**src/rtl/seq_prio_encoder.sv**
```systemverilog
// Sequential multi-hot to binary encoder: emits one index beat per set bit of a loaded vector.
// Define SEQ_PRIO_ENCODER_LSB_FIRST_EN to emit ascending indices instead of MSB-first.
module seq_prio_encoder #(
  parameter int unsigned W  = 8,
  parameter int unsigned IW = $clog2(W)
) (
  input  logic          clk,
  input  logic          rst_n,
  input  logic [W-1:0]  req,
  input  logic          in_valid,
  output logic          in_ready,
  output logic [IW-1:0] idx,
  output logic          none,
  output logic          last,
  output logic          out_valid,
  input  logic          out_ready
);

  typedef enum logic {StIdle, StBusy} state_e;

  state_e         state_q, state_d;
  logic [W-1:0]   pending_q, pending_d;
  logic           zero_q, zero_d;
  logic [IW-1:0]  hit_idx;
  logic           single;
  logic           busy;

  // Priority pick: the last match in the scan order wins.
  always_comb begin
    hit_idx = '0;
`ifdef SEQ_PRIO_ENCODER_LSB_FIRST_EN
    for (int i = int'(W) - 1; i >= 0; i--) begin
      if (pending_q[i]) hit_idx = IW'(i);
    end
`else
    for (int i = 0; i < int'(W); i++) begin
      if (pending_q[i]) hit_idx = IW'(i);
    end
`endif
  end

  assign single = (pending_q != '0) && ((pending_q & (pending_q - W'(1))) == '0);
  assign busy   = (state_q == StBusy);

  always_comb begin
    in_ready  = ~busy;
    out_valid = busy;
    idx       = busy ? hit_idx : '0;
    none      = busy & zero_q;
    last      = busy & (zero_q | single);
  end

  always_comb begin
    state_d   = state_q;
    pending_d = pending_q;
    zero_d    = zero_q;
    unique case (state_q)
      StIdle: begin
        if (in_valid) begin
          pending_d = req;
          zero_d    = (req == '0);
          state_d   = StBusy;
        end
      end
      StBusy: begin
        if (out_ready) begin
          pending_d = pending_q & ~(W'(1) << hit_idx);
          if (last) begin
            state_d = StIdle;
            zero_d  = 1'b0;
          end
        end
      end
      default: state_d = StIdle;
    endcase
  end

  always_ff @(posedge clk or negedge rst_n) begin
    if (!rst_n) begin
      state_q   <= StIdle;
      pending_q <= '0;
      zero_q    <= 1'b0;
    end else begin
      state_q   <= state_d;
      pending_q <= pending_d;
      zero_q    <= zero_d;
    end
  end

endmodule
```
**config.mk**
```make
export PLATFORM = sky130hd
export DESIGN_NAME = seq_prio_encoder
export DESIGN_NICKNAME = d
export VERILOG_FILES = /design/src/rtl/seq_prio_encoder.sv
export SDC_FILE = /design/constraint.sdc
export NUM_CORES = 1
export LEC_CHECK = 0
export BUFFER_PORTS_ARGS = -buffer_cell sky130_fd_sc_hd__buf_2
export CORE_MARGIN = 1
export CORE_UTILIZATION = 45
export CTS_CLUSTER_SIZE = 28
export DETAILED_ROUTE_END_ITERATION = 12
export PLACE_DENSITY = 0.73
export SYNTH_ARGS = -nofsm -noshare
export SYNTH_HDL_FRONTEND = slang
export SYNTH_SLANG_ARGS = --single-unit
```
**constraint.sdc**
```tcl
create_clock -name clk -period 1.7 [get_ports clk]
set_clock_uncertainty 0.15 [all_clocks]
set_input_delay 0.085 -clock clk [delete_from_list [all_inputs] [get_ports clk]]
set_output_delay 0.085 -clock clk [all_outputs]
set_load 0.02 [all_outputs]
```
Yosys cells after proc, flatten, opt, wreduce, memory -nomap -nowiden
Cells that the tools add are included. Widths: inputs -> output; s select.

Output and inout bits: 7. Bits in read-only memories: 0. Memories: 0. Latch bits: 0. Register bits after elaboration: 10. Bits in writable memories: 0. Input bits: 12. Logic and storage cells: 40.

$lt $le $gt $ge: 0. Bitwise operators: 7. Shift operators: 1. Divide/modulo/power cells: 0. Add/sub/neg operators: 1. Equality and inequality tests: 3. Multipliers: 0. Mux-type cells: 19. Reduce and logical (&&, ||, !) cells: 6.

Operators by type and width (count): $and 8x8->8 (2); $logic_not 8->1 (2); $mux 8 (2); $pmux 8 s2 (1); $mux 3 (5); $not 8->8 (1); $reduce_bool 8->1 (1); $shl 1x3->8 const A (1); $sub 8x1->8 const B (1); $mux 1 (7); $ne 2x2->1 const B (3); $mux 2 (2); $pmux 1 s2 (2); $reduce_and 3->1 (1); $and 1x1->1 (2); $reduce_and 2->1 (1); $logic_and 1x1->1 (1); $not 1->1 (1); $or 1x1->1 (1).

Depth between registers and ports, before layout
Gate-level depths: netlist (run 1).

Depth in word-level cells: 12. Depth in mapped cells: 5. Depth with buffers taken out: 4.

Least setup slack after synthesis (run 1)
Ideal clock, no wire load.

Path type: register -> register. From: register state_q (netlist: out_valid). To: register pending_q[2]. Cell stages (with the launch flop): 5. Required time: 1.424 ns. Setup time: 0.126 ns. Path slack: 0.074 ns. Clock period less this slack: 1.626 ns. Buffers on the path: 0. Data arrival time: 1.350 ns. Cell sequence: dfrtp_1 inv_1 nand2_1 and3_1 a221o_1.

Cells in the longest elaborated chain, start to end: 3. Elaborated cells between the ends (all ways): 5. Those cells by class: 2 x eq/ne; 1 x mux; 1 x bitwise; 1 x reduce/logical.

Ends and longest elaborated chain: from (decl) (RTL line 21) `state_e state_q, state_d;`; from (signal assigned) (RTL line 80) `state_q <= StIdle;`; from (signal assigned) (RTL line 84) `state_q <= state_d;`; $not 1->1 (*); via in_ready (RTL line 11) `output logic in_ready,`; $ne 2x2->1 (no line); $reduce_and 2->1 (no line); to (signal assigned) (RTL line 85) `pending_q <= pending_d;`; to (decl) (RTL line 22) `logic [W-1:0] pending_q, pending_d;`.

Mark *: on every way through the listed nets, which the timed path passes. The rest lies on a longest branch. A chain may end at the register's enable or synchronous reset.

Final worst setup path (run 1)
From: register pending_q[1]. To: output port last.

Cells in the longest elaborated chain, start to end: 6. Elaborated cells between the ends (all ways): 7. Those cells by class: 1 x add/sub; 3 x bitwise; 3 x reduce/logical.

Ends and longest elaborated chain: $sub 8x1->8 (RTL line 42) `assign single = (pending_q != '0) && ((pending_q & (pending_q - W'(1))) == '0);`; $and 8x8->8 (RTL line 42); $logic_not 8->1 (RTL line 42); $logic_and 1x1->1 (*) (RTL line 42); $or 1x1->1 (*) (RTL line 50) `last = busy & (zero_q | single);`; $and 1x1->1 (*) (RTL line 50); to (decl) (RTL line 14) `output logic last,`.

Mark *: on every way between the ends. The rest lies on a longest branch, timed or not.

==> results of run 1 <==
## synth_stat cells, types with 3 or more instances
cell     count
a21oi_1      5
a22o_1       3
dfrtp_1     10
inv_1        4
nand2_1     11
nand3_1      3
nor2_1       9
nor4_1       3
nor4b_1      3
o21ai_1      5
## power by group
part | switching, mW | total [mW] | internal (mW)
clock | 0.103 | 0.233 | 0.131
sequential | 0.167 | 0.491 | 0.324
combinational | 0.723 | 1.53 | 0.808
total | 0.993 | 2.25 | 1.26
## critical path, stage by stage (launching register included)
cell	delay, ns
dfrtp_2	0.48
nor4_4	0.33
mux2i_1	0.32
a41oi_1	0.15
buf_2	0.18
## cell families after synthesis
kind of cell	synth area share [%]
AND/OR/NAND/NOR	31.0
AO/OA/AOI/OAI	27.1
flip-flops	35.0
buffers and inverters	5.43
multiplexers	1.40
## layer usage
layer	global-route usage, %	share of wire [%]	vias to the layer above
met5	0	0	-
met4	17.4	3.6	0
met3	3.48	7.3	13
met2	52.5	49	70
met1	38.7	40	450
li1	-	-	420
## registers in the layout, indices dropped and copies added (netlist names)
| name | cells |
|---|---|
| out_valid | 1 |
| zero_q | 1 |
| pending_q | 8 |
## layout by cell type, fill, tap and decap left out
master         Yosys  final
and2_4             0      1
buf_4              0     15
dlygate4sd3_1      0     10
nor2b_1            2      1
o21ai_1            5      5
and3b_1            1      1
nor4_4             1      2
nand3_1            3      3
nand4b_1           1      1
nor2_2             0      2
nor2_1             9      7
a21oi_1            5      5
a21o_1             2      2
nand3_4            0      1
o211ai_1           2      2
buf_12             0      1
a211oi_2           0      2
clkbuf_4           0      3
mux2i_1            1      1
o31ai_1            2      1
a221o_1            1      1
nor4b_2            0      2
nor2b_2            0      1
nand2_1           11     11
a221oi_2           1      1
dfrtp_2            0      8
inv_1              4      4
o21bai_4           0      1
o21ai_0            2      2
a22o_1             3      3
a31oi_1            1      1
buf_2              1     14
and3_4             0      1
o31ai_4            0      1
clkbuf_8           0      1
dfrtp_1           10      2
a41oi_1            1      1
buf_6              1      7
nor4_1             3      3
nor4b_1            3      1
## repair_timing
item,in CTS,in global routing
pin swaps,5,4
hold buffers,10,0
gates resized for setup,19,15
hold endpoints to repair,18,0
endpoints found under the setup margin,4,9
buffers inserted,8,3
## how the worst max path moves through the flow
stage	from	slack, ns	endpoint	depth (start not counted)
after floorplan	out_valid	0.07	pending_q[2]	4
after global placement	pending_q[4]	0.09	pending_q[2]	4
after detailed placement	pending_q[4]	0.008	pending_q[2]	4
after CTS	pending_q[0]	-0.19	last	4
after global routing	pending_q[1]	-0.35	last	4
final	pending_q[1]	-0.27	last	4
## area by class of cell
cell class                 instances  area (um^2)  area share, %
inverter                           4         15.0           1.23
timing repair buffer              47          382           31.3
tap                               16         20.0           1.64
multi-input combinational         67          504           41.4
sequential                        10          260           21.4
clock buffer                       4         36.3           2.98
==> flow_metrics.tcl, run 1 <==
set metrics [dict create \
    hold-path-cell-count 4 \
    drt_first_pass_iters 4 \
    min_from "req[4]" \
    place_inst 123 \
    peakVddDrop_mv 1.10 \
    synth_cell_types 32 \
    yosys.area.top_type "dfrtp_1" \
    area_growth_pct 70.4 \
    status "complete, but fails checks" \
    synth_edf_count 0 \
    postLayoutCellArea_mm2 0.00122 \
    drive_gt1_share_pct 48.5 \
    wl_per_cell_um 18.3 \
    n_antenna_cell 0 \
    ys.flop_type "dfrtp_1" \
    r2r-end "pending_q[2]" \
    setup_viol 5 \
    cts_buffer_depth 2 \
    synthTopCellsByArea "dfrtp_1 35%, nand2_1 5.8%, nor2_1 4.7%" \
    final_util_pct 81.8 \
    cts.sinks 10 \
    start_util_pct 48.0 \
    ys_ff_latch 10 \
    htree_levels 1 \
    required_ns 1.46 \
    avgSynthCellArea_um2 8.41 \
    slew_viol_final 0 \
    whs_ns 0.0293 \
    power.leakage_nw 0.546 \
    relSlewSlack_pct 76.0 \
    grt_pass1_wl_mm 4.03 \
    gp_congestion 0.876 \
    r2r_slack_ns -0.12 \
    place.port_buffers 18 \
    die_x_um 41.8 \
    rows 14 \
    worstRegToRegCells 5 \
    grt_max_degree 11 \
    yosys_warnings 0 \
    async_flop_share_pct 100 \
    tns_ns -0.603 \
    finalNetCount 145 \
    place_area_um2 861 \
    syn_nets 97 \
    ioPinCount 19 \
    crit_path_end_kind "output port" \
    numCtsBuffers 3 \
    clock_latency_ns 0.28 \
    die-area_mm2 0.00175 \
    dr_total_vias 953 \
    holdPathEnd "pending_q[4]" \
    worst-slew-pin-transition_ns 0.358 \
    ant_nets 0 \
    drtIter0Drc 51 \
    grt_use_total_pct 31.3 \
    fin_crit_sh_pct 116 \
    routed_wl_mm 2.70 \
    cts_tree "done" \
    r2r-start "pending_q[6]" \
    p_total_mw 2.25 \
    seq_area_frac_synth_pct 35.0 \
    synth_area_um2 714 \
    power_density_mw_per_mm2 1850 \
    drc_errors 0 \
    root_buffer "clkbuf_4" \
    max_freq_ghz 0.507 \
    vias_per_cell 6.44 \
    hold_class "input pin to flop" \
    violations "setup timing" \
    critical_path.max_fanout 6 \
    core_region_area_mm2 0.00149 \
    stdcell_count 148 \
    fin_crit_ns 1.97 \
    fillers 92 \
    arrival_ns 1.74 \
    antenna_found_initial 0 \
    grt-ovfl-total 0 \
    synth_cells 85 \
    setup_ws_ns -0.273 \
    hold_viol 0 \
    rsz0062_at_grt "true" \
    synth_top_area_share_pct 35.0 \
    max-cap-violations 0 \
    fp.dieH_um 41.8 \
    grt_pass1_vias 862 \
    dpl.hpwl_mm 1.50 \
    start_kind "flop" \
    pre_cts_ws_ns 0.00811 \
    critPathKind "flop to output port" \
    clkTransAtPathRegs_ns 0.08 \
]
No activity file was read; power rests on OpenSTA's default activity.
==> run 2: changes to the inputs <==
--- a/config.mk
+++ b/config.mk
@@ -6,11 +6,13 @@
 export NUM_CORES = 1
 export LEC_CHECK = 0
 export BUFFER_PORTS_ARGS = -buffer_cell sky130_fd_sc_hd__buf_2
+export CELL_PAD_IN_SITES_DETAIL_PLACEMENT = 1
+export CELL_PAD_IN_SITES_GLOBAL_PLACEMENT = 2
 export CORE_MARGIN = 1
-export CORE_UTILIZATION = 45
+export CORE_UTILIZATION = 26
 export CTS_CLUSTER_SIZE = 28
 export DETAILED_ROUTE_END_ITERATION = 12
-export PLACE_DENSITY = 0.73
+export PLACE_DENSITY_LB_ADDON = 0.1
 export SYNTH_ARGS = -nofsm -noshare
 export SYNTH_HDL_FRONTEND = slang
 export SYNTH_SLANG_ARGS = --single-unit
==> run 2 against run 1 <==
  * The flow still finishes with violations (setup timing)
  * Die area up 69%
  * Largest cell class unchanged
  * Highest routed layer unchanged
  * Power is 0.41% lower
  * Critical path type unchanged
  * Setup slack worse by 0.022 ns
==> flow_metrics.tcl, run 2 (same netlist as run 1, synthesis figures left out) <==
set metrics [dict create \
    status "complete, but fails checks" \
    violations "setup timing" \
    vias_per_cell 5.43 \
    clock_latency_ns 0.27 \
    p_int_mw 1.24 \
    wl_per_cell_um 18.0 \
    dr_total_vias 890 \
    core_region_area_mm2 0.00254 \
    required_ns 1.46 \
    fillers 311 \
    rows 18 \
    antenna_found_initial 0 \
    area_growth_pct 74.3 \
    setup_ws_ns -0.295 \
    cp_slowest_cell "dfrtp_2" \
    cts_tree "done" \
    relSlewSlack_pct 76.6 \
    cts.sinks 10 \
    critical_path.top_delay_family "flip-flops" \
    routed_wl_mm 2.96 \
    drc_errors 0 \
    place_area_um2 893 \
    swShare_pct 45.0 \
    n_antenna_cell 0 \
    drive_gt1_share_pct 54.5 \
    place.port_buffers 18 \
    power.leakage_nw 0.553 \
    postLayoutCellArea_mm2 0.00124 \
    crit_chain "nor4_4 > mux2i_2 > a41oi_2 > buf_4" \
    hold_class "input pin to flop" \
    die-area_mm2 0.00296 \
    crit_buf_inv 1 \
    fin_crit_sh_pct 117 \
    finalNetCount 148 \
    layout_common_cells "23 x buf_4, 14 x buf_2, 10 x nand2_1, 9 x dlygate4sd3_1, 8 x dfrtp_2" \
    fp.dieH_um 54.4 \
    start_util_pct 28.1 \
    max-cap-violations 0 \
    drt_first_pass_iters 3 \
    cts_buffer_depth 2 \
    start_kind "flop" \
    crit_path_end_kind "output port" \
    p_sw_mw 1.01 \
    htree_levels 1 \
    final_common_cell "buf_4" \
    critPathKind "flop to output port" \
    critical_path.max_fanout 6 \
    grt_use_total_pct 22.0 \
    grt_pass1_wl_mm 4.33 \
    grt_max_degree 11 \
    regMostFlops "pending_q" \
    root_buffer "clkbuf_4" \
    ant_nets 0 \
    clkTransAtPathRegs_ns 0.07 \
    worst-slew-pin-transition_ns 0.349 \
    numCtsBuffers 3 \
    fin_crit_ns 2.00 \
    pwr-share-clk_pct 7.9 \
    grt-ovfl-total 0 \
    die_x_um 54.4 \
    p_comb_share_pct 69.7 \
    stdcell_count 164 \
    power_density_mw_per_mm2 1800 \
    hold_viol 0 \
    arrival_ns 1.76 \
    ff_latch_area_um2 260 \
    ioPinCount 19 \
    setup_viol 9 \
    slowest_delay_ns 0.48 \
    largest_reg_flops 8 \
    grt_pass1_vias 850 \
    dpl.hpwl_mm 1.91 \
    p_seq_share_pct 22.4 \
    multi_input_area_um2 532 \
    gp_congestion 0.724 \
    max_freq_ghz 0.501 \
    rsz0062_at_grt "true" \
    slew_viol_final 0 \
    drtIter0Drc 8 \
    peakVddDrop_mv 0.804 \
    place_inst 139 \
]
-- run 2: cell types whose count changed in the layout (fill, tap and decap cells not counted), moves of 2 or more --
cell    previous run  this run
buf_4             15        23
buf_6              7         4
nor2_1             7         5
nor2_4             0         2
-- run 2: what timing repair did --
item,CTS,global route
setup endpoints to repair,4,11
pin swaps,8,9
hold buffers,9,0
hold endpoints to repair,18,0
gates resized for setup,12,26
setup buffers,8,5
-- run 2: power by group through the flow --
stage          clock (mW)  sequential (mW)  combinational, mW
3_3_place_gp            0            0.459              0.977
3_5_place_dp            0            0.469              0.983
4_1_cts             0.187            0.482               1.20
6_report            0.177            0.503               1.57
5_1_grt             0.193            0.516               1.66
2_1_floorplan           0            0.406              0.671
-- run 2: worst min-delay path: cells and delay by family --
family / cells / cell delay, ns
buffers and inverters: 1 / 0.16
AO/OA/AOI/OAI: 2 / 0.18
-- run 2: path summary, 6_finish.rpt --
path	depth (start not counted)	slack [ns]	startpoint	end
worst max-delay path	4	-0.30	pending_q[1]	last
worst min-delay path	3	0.04	in_valid	pending_q[4]
worst max register to register	5	-0.12	pending_q[4]	pending_q[2]
worst min register to register	3	0.48	zero_q	out_valid
max in group asynchronous	2	1.10	rst_n	pending_q[4]
min in group asynchronous	2	0.07	rst_n	zero_q
-- run 2: metrics by stage --
step | util, % | TNS (ns) | power, mW | setup slack, ns | hold slack, ns
6_report | 48.9 | -0.799 | 2.25 | -0.295 | 0.0360
5_1_grt | 48.9 | -1.19 | 2.37 | -0.353 | 0.0717
4_1_cts | 43.2 | -0.592 | 1.87 | -0.240 | 0.00842
3_5_place_dp | 35.1 | -0.0535 | 1.45 | -0.0439 | -0.177
3_3_place_gp | 35.1 | 0 | 1.44 | 0.0215 | -0.172
2_1_floorplan | - | 0 | 1.08 | 0.0740 | -0.361
-- run 2: layout make-up --
| type | count | area share, % |
|---|---|---|
| repair buffers | 50 | 30.4 |
| clock buffers | 3 | 1.81 |
| inverters | 4 | 1.21 |
| flip-flops and latches | 10 | 20.9 |
| well taps | 30 | 3.02 |
| multi-input cells | 67 | 42.7 |
-- run 2: metal layers --
layer | vias up | share of wire [%] | global-route usage, % | wire length [um]
met5 | - | 0 | 0 | 0
met4 | 0 | 3.2 | 11.5 | 95
met3 | 10 | 2.1 | 2.50 | 62
met2 | 19 | 52 | 37.0 | 1530
met1 | 441 | 43 | 27.2 | 1270
li1 | 420 | - | - | -
